$ cat src/rtl/cam_frame_writer.sv
// Camera byte-stream to frame-buffer write port: packs RGB565 byte pairs into RGB332 pixels.
// Define CAM_FRAME_WRITER_TESTPAT_EN to write col^row instead of camera data.
module cam_frame_writer #(
    parameter int AW    = 15,
    parameter int DW    = 8,
    parameter int H_PIX = 160,
    parameter int V_PIX = 120
) (
    input  logic          clk,
    input  logic          rst,
    input  logic          cap_en,
    input  logic          cam_vsync,
    input  logic          cam_href,
    input  logic [7:0]    cam_data,
    output logic [AW-1:0] addr_in,
    output logic [DW-1:0] data_in,
    output logic          regwrite,
    output logic          busy,
    output logic          frame_done,
    output logic          ovf,
    output logic          err
);

    localparam int CW = $clog2(H_PIX + 1);
    localparam int RW = $clog2(V_PIX + 1);
    localparam int BW = AW + 1;
    localparam logic [CW-1:0] H_LIM  = CW'(H_PIX);
    localparam logic [RW-1:0] V_LIM  = RW'(V_PIX);
    localparam logic [BW-1:0] H_STEP = BW'(H_PIX);

    typedef enum logic [2:0] {IDLE, WAIT_LINE, LINE_B0, LINE_B1, DONE} state_t;

    state_t        state_reg;
    logic          vsync_q;
    logic          href_q;
    logic          cap_en_q;
    logic [7:0]    data_q;
    logic          in_valid_reg;
    logic [CW-1:0] col_reg;
    logic [RW-1:0] row_reg;
    logic [BW-1:0] line_base_reg;
    logic [5:0]    b0_reg;
    logic          pend_valid_reg;
    logic [AW-1:0] pend_addr_reg;
    logic [DW-1:0] pend_data_reg;

    logic          vsync_fall;
    logic          vsync_rise;
    logic          href_rise;
    logic          pix_in_range;
    logic [DW-1:0] pix_data;

    // in_valid_reg masks the reset value of vsync_q so a low vsync at reset release is not a frame start
    assign vsync_fall   = in_valid_reg & vsync_q & ~cam_vsync;
    assign vsync_rise   = ~vsync_q & cam_vsync;
    assign href_rise    = ~href_q & cam_href;
    assign pix_in_range = (col_reg < H_LIM) && (row_reg < V_LIM);

`ifdef CAM_FRAME_WRITER_TESTPAT_EN
    assign pix_data = DW'(8'(col_reg) ^ 8'(row_reg));
`else
    assign pix_data = DW'({b0_reg[5:3], b0_reg[2:0], data_q[4:3]});
`endif

    always_ff @(posedge clk or negedge rst) begin
        if (!rst) begin
            state_reg      <= IDLE;
            vsync_q        <= 1'b1;
            href_q         <= 1'b0;
            cap_en_q       <= 1'b0;
            data_q         <= '0;
            in_valid_reg   <= 1'b0;
            col_reg        <= '0;
            row_reg        <= '0;
            line_base_reg  <= '0;
            b0_reg         <= '0;
            pend_valid_reg <= 1'b0;
            pend_addr_reg  <= '0;
            pend_data_reg  <= '0;
            addr_in        <= '0;
            data_in        <= '0;
            regwrite       <= 1'b0;
            busy           <= 1'b0;
            frame_done     <= 1'b0;
            ovf            <= 1'b0;
            err            <= 1'b0;
        end else begin
            vsync_q        <= cam_vsync;
            href_q         <= cam_href;
            cap_en_q       <= cap_en;
            data_q         <= cam_data;
            in_valid_reg   <= 1'b1;
            frame_done     <= 1'b0;
            pend_valid_reg <= 1'b0;

            regwrite <= pend_valid_reg;
            if (pend_valid_reg) begin
                addr_in <= pend_addr_reg;
                data_in <= pend_data_reg;
            end

            case (state_reg)
                IDLE: begin
                    if (vsync_fall && cap_en_q) begin
                        state_reg     <= WAIT_LINE;
                        row_reg       <= '0;
                        col_reg       <= '0;
                        line_base_reg <= '0;
                        ovf           <= 1'b0;
                        err           <= 1'b0;
                        busy          <= 1'b1;
                    end
                end
                WAIT_LINE: begin
                    if (vsync_rise) begin
                        state_reg  <= DONE;
                        busy       <= 1'b0;
                        frame_done <= 1'b1;
                    end else if (href_rise) begin
                        state_reg <= LINE_B0;
                    end
                end
                LINE_B0, LINE_B1: begin
                    if (!href_q) begin
                        // line end; row and line_base stop at the frame size so the address cannot wrap
                        col_reg <= '0;
                        if (row_reg < V_LIM) begin
                            row_reg       <= row_reg + 1'b1;
                            line_base_reg <= line_base_reg + H_STEP;
                        end
                        if (state_reg == LINE_B1) err <= 1'b1;
                        if (vsync_rise) begin
                            state_reg  <= DONE;
                            busy       <= 1'b0;
                            frame_done <= 1'b1;
                        end else if (href_rise) begin
                            state_reg <= LINE_B0;
                        end else begin
                            state_reg <= WAIT_LINE;
                        end
                    end else if (vsync_rise) begin
                        if (state_reg == LINE_B1) err <= 1'b1;
                        state_reg  <= DONE;
                        busy       <= 1'b0;
                        frame_done <= 1'b1;
                    end else if (state_reg == LINE_B0) begin
                        b0_reg    <= {data_q[7:5], data_q[2:0]};
                        state_reg <= LINE_B1;
                    end else begin
                        pend_data_reg <= pix_data;
                        pend_addr_reg <= AW'(line_base_reg + BW'(col_reg));
                        if (pix_in_range) pend_valid_reg <= 1'b1;
                        else              ovf            <= 1'b1;
                        if (col_reg < H_LIM) col_reg <= col_reg + 1'b1;
                        state_reg <= LINE_B0;
                    end
                end
                DONE:    state_reg <= IDLE;
                default: state_reg <= IDLE;
            endcase
        end
    end

endmodule

$ cat config.mk
export PLATFORM = sky130hd
export DESIGN_NAME = cam_frame_writer
export DESIGN_NICKNAME = d
export VERILOG_FILES = /design/src/rtl/cam_frame_writer.sv
export SDC_FILE = /design/constraint.sdc
export NUM_CORES = 1
export LEC_CHECK = 0
export CAP_MARGIN = 20
export CORE_ASPECT_RATIO = 0.75
export CORE_UTILIZATION = 23
export DETAILED_ROUTE_END_ITERATION = 10
export PLACE_DENSITY = 0.46
export SYNTH_ARGS = -nofsm -noshare
export SYNTH_HDL_FRONTEND = slang
export SYNTH_SLANG_ARGS = --single-unit
$ cat constraint.sdc
create_clock -name clk -period 4.9 [get_ports clk]
set_clock_uncertainty 0.2 [all_clocks]
set_input_delay 0.98 -clock clk [delete_from_list [all_inputs] [get_ports clk]]
set_output_delay 0.98 -clock clk [all_outputs]
set_load 0.01 [all_outputs]
### Word-level counts from Yosys, hierarchy flattened

Index checks and enable logic that the tools add are counted.
W data, S select, Z words.

| cells by class | value |
|---|---|
| magnitude comparators | 2 |
| muxes and demuxes | 43 |
| reduce and logical (&&, ||, !) cells | 15 |
| eq/ne operators | 16 |
| bitwise logic cells | 9 |
| $add $sub $neg | 4 |

Operator list:

| cell | number |
|---|---|
| $mux W16 | 3 |
| $mux W8 | 5 |
| $pmux W16 S2 | 1 |
| $mux W7 | 3 |
| $mux W1 | 18 |
| $mux W3 | 6 |
| $add A16 B8 Y16 const B | 1 |
| $pmux W8 S2 | 1 |
| $add A15 B8 Y15 | 1 |
| $ne A3 B3 Y1 const B | 5 |
| $ne A2 B2 Y1 const B | 7 |
| $pmux W7 S2 | 1 |
| $reduce_and A4 Y1 | 3 |
| $pmux W3 S3 | 1 |
| $add A8 B1 Y8 const B | 1 |
| $lt A8 B8 Y1 const B | 1 |
| $add A7 B1 Y7 const B | 1 |
| $lt A7 B7 Y1 const B | 1 |
| $eq A3 B2 Y1 const B | 2 |
| $pmux W1 S2 | 3 |
| $reduce_and A3 Y1 | 2 |
| $reduce_and A6 Y1 | 1 |
| $not A1 Y1 | 5 |
| $reduce_and A5 Y1 | 1 |
| 10 further kinds | 15 |

| storage, ports and cells | value |
|---|---|
| input bits | 13 |
| output and inout bits | 28 |
| register bits after elaboration | 104 |
| logic and storage cells | 109 |

### Logic depth before layout (Yosys ltp)

| depth | value |
|---|---|
| depth in word-level cells | 7 |
| depth in mapped cells | 7 |
| depth with buffers taken out | 5 |

### Worst setup path after synthesis

Ideal clock, no wire load.

| path | value |
|---|---|
| path type | input to register |
| start point | input port cam_vsync |
| end point | register col_reg[6] |
| arrival time | 2123 ps |
| slack | 2499 ps |
| library setup time | 78 ps |
| stages | 5 |
| path buffers | 1 |
| path through | and4b_1 buf_2 a41oi_1 or4_1 a21boi_1 |

| on the way | value |
|---|---|
| longest elaborated chain between the ends | 5 |
| elaborated cells on any way between the ends | 7 |
| classes of those cells | eq/ne (2); bitwise (3); reduce/logical (2) |

RTL lines:

| item | line | RTL |
|---|---|---|
| start: declaration | 12 | `input logic cam_vsync,` |
| $not A1 Y1 | 54 | `assign vsync_fall = in_valid_reg & vsync_q & ~cam_vsync;` |
| $and A1 B1 Y1 | 54 |  |
| $logic_and A1 B1 Y1 | 104 | `if (vsync_fall && cap_en_q) begin` |
| $ne A2 B2 Y1 (no source line) | - |  |
| $reduce_and A5 Y1 (no source line) * | - |  |
| end signal: assignment | 154 | `if (col_reg < H_LIM) col_reg <= col_reg + 1'b1;` |
| end: declaration | 39 | `logic [CW-1:0] col_reg;` |

Mark *: on every way between the ends. The rest lies on a longest branch, timed or not.
A chain may end at the register's enable or synchronous reset.

### Final worst setup path

| path | value |
|---|---|
| start point | input port cam_vsync |
| end point | register col_reg[1] |

The elaborated chain is that of the path after synthesis.

==> results.yml <==
status:
  status: "finished clean"
yosys:
  ys_ff_latch: 98
  syn_inst: 374
  ys_dominant_reg_cell: "dfrtp_1"
  yosysWarnings: 0
  synth_area_leaders: "dfrtp_1, mux2_2, nand2_1, o21ai_0, a21oi_1"
  synth_common_cells: "dfrtp_1, nand2_1, mux2_2, o21ai_0, a21oi_1"
  syn_nets: 393
  async_flop_share_pct: 100
  synthMostInstantiatedCell: "dfrtp_1"
  synth_edf_count: 0
  synth.top_cell.area_share_pct: 58.1
  synth.cell_area_mm2: 0.00418
  yosysSeqAreaShare_pct: 58.7
  synth_area_per_cell_um2: 11.2
  ys_types: 54
  yosys.area.top_type: "dfrtp_1"
finish:
  multi_input_area_mm2: 0.00162
  drive_gt1_share_pct: 13.0
  seq_area_mm2: 0.00245
  n_antenna_cell: 0
  nFillCells: 1853
  final_nets: 428
  syn_to_final_growth_pct: 22.1
pwr:
  leakagePower_uw: 0.00229
  ir_drop_uv: 121
  powerDensity_mw_per_mm2: 386
route:
  dr.pass1.iters: 4
  wl_per_cell_um: 13.4
  vias: 2840
  drtIter0Drc: 170
  wirelength_mm: 8.82
  viasPerCell: 4.33
  drtAntennaViolNets: 0
  route.detailed.drc: 0
timing:
  setup_tns_ns: 0
  setup_ws_ns: 2.10
  finalSetupViolCount: 0
  fin_crit_ns: 2.80
  fin_crit_sh_pct: 57.1
  slew_headroom_pct: 33.0
  max_freq_mhz: 358
  worst_pin_slew_ns: 1.01
  rsz0062_at_grt: "false"
  slew_viol_final: 0
  hold_violations: 0
setup_path:
  cp-endpoint: "col_reg[1]"
  r2r_end: "row_reg[6]"
  worstSetupStartpointType: "input port"
  crit_fanout: 19
  reg2reg_from: "state_reg[2]"
  arrival_ns: 2.84
  reg2regPathDepth: 4
  cp-end-kind: "flop"
  slowest_delay_ns: 0.61
  path_class: "input port to flop"
  crit_chain: "clkdlybuf4s50_1 -> and4b_1 -> and2_1 -> o22ai_1 -> a32o_1"
  cp_slowest_cell: "and2_1"
  setup.worst_path.start: "cam_vsync"
  timing.reg2reg.setup_slack_ns: 2.60
  cp.required_ns: 4.94
global_route:
  grt_antenna_before_repair: 0
  grt_pass1_vias: 2783
  grt_first_pass_wirelength_mm: 14.8
  grt_usage_pct: 10.4
  grt-ovfl-total: 0
  grt_max_degree: 72
floorplanning:
  coreArea_mm2: 0.0177
  start_util_pct: 23.6
  io_pins: 41
  die_w_um: 158
  fp.dieH_um: 119
  rows: 42
  die_area_mm2: 0.0187
clock_network:
  postCtsResizedCells: 0
  clock_sinks: 98
  cts_buffer_depth: 2
  h-tree-depth: 3
  cts_tree: "done"
  hold_buffers: 0
  clkLatencyLatePin_ns: 0.35
  clock-root-buffer: "clkbuf_16"
  clkSlewWorstSetupHoldPaths_ns: 0.07
  postCtsSetupBuffers: 0
  numCtsBuffers: 9
placed_design:
  hpwlAfterDp_mm: 5.87
  port_buffers: 40
  globalplace.congestion: 0.804
  post-place-ws_ns: 1.71
worst_hold_path:
  hp-class: "flop to flop"
flow_run:
  cap_violations: 0
## where the power goes
part | internal (µW) | switching (µW)
Combinational | 119 | 119
Sequential | 917 | 105
Clock | 395 | 317
Total | 1430 | 541
## layer usage
| layer | share of wire (%) | GRT usage, % | vias to the layer above |
|---|---|---|---|
| met4 | 1.7 | 4.00 | 0 |
| met3 | 4.5 | 3.34 | 10 |
| met5 | 0 | 0 | - |
| li1 | - | - | 1388 |
| met1 | 53 | 15.3 | 1386 |
| met2 | 41 | 13.8 | 56 |
## per-stage QoR
stage          hold WS [ns]  total power, µW  cell area [µm²]  cells  util, %
3_3_place_gp          0.223             1280             4810    640     27.1
3_5_place_dp          0.221             1280             4810    640     27.1
6_report              0.238             1970             5100    656     28.8
2_1_floorplan         0.214             1170             4180    374        -
5_1_grt               0.255             2080             5100    656     28.8
4_1_cts               0.240             2000             5100    656     28.8
## worst min-delay path by stage
stage               startpoint                to  cells past startpoint
floorplan            data_q[3]  pend_data_reg[0]                      2
global placement     data_q[4]  pend_data_reg[1]                      2
detailed placement   data_q[4]  pend_data_reg[1]                      2
CTS                  data_q[4]  pend_data_reg[1]                      2
global route         data_q[4]  pend_data_reg[1]                      2
finish               data_q[4]  pend_data_reg[1]                      2
## cell usage in the layout, fill, tap and decap left out, types with 2 or more instances in the layout
cell             netlist  routed
nor2_1                12      12
or4_1                  8       8
nand2b_1               3       3
buf_4                  0       3
o21ai_0               16      16
a21oi_1               15      15
mux2i_1                2       2
or3_1                  5       5
clkbuf_16              0       9
and2_1                 2       2
clkinv_4               0       2
nand4_1                4       4
o211ai_1               5       5
mux2_2                29      29
xnor2_1                6       6
clkdlybuf4s50_1        0      39
and3_1                 5       5
nand2_1               75      75
nor3_1                 4       4
a41oi_1                2       2
a21boi_0               4       4
nand4b_1               2       2
o22ai_1                2       2
a31oi_1                2       2
o31ai_1                2       2
xor2_1                 6       6
inv_1                  5       5
ha_1                   6       6
and4b_1                2       2
nand3_1               12      12
dfrtp_1               97      97
clkinv_2               0       3
## kinds of logic (layout without fill, tap and decap cells)
family                     count (synthesis)  in the layout  synth area share (%)
other                                      1              1                0.0898
and+or+nand+nor                          145            145                  17.3
DFF                                       98             98                  58.7
muxes                                     31             31                  8.30
AOI/OAI and AO/OA                         58             58                  8.78
xor gates and xnor gates                  12             12                  2.52
buffers and inverters                     23             63                  2.52
adders and majority gates                  6              6                  1.80
## cell type report
cell class                 instances  area share, %
clock buffer                       9           4.41
sequential                        98           48.1
multi-input combinational        253           31.7
inverter                           5          0.368
tap                              242           5.93
clock inverter                     7           1.37
timing repair buffer              42           8.09
## critical path, delay by kind of cell
kind | cells | cell delay, ns
compound gates | 2 | 0.40
buf+inv | 1 | 0.46
simple gates | 2 | 0.99
Note: power is estimated with default switching activity, not from simulation.
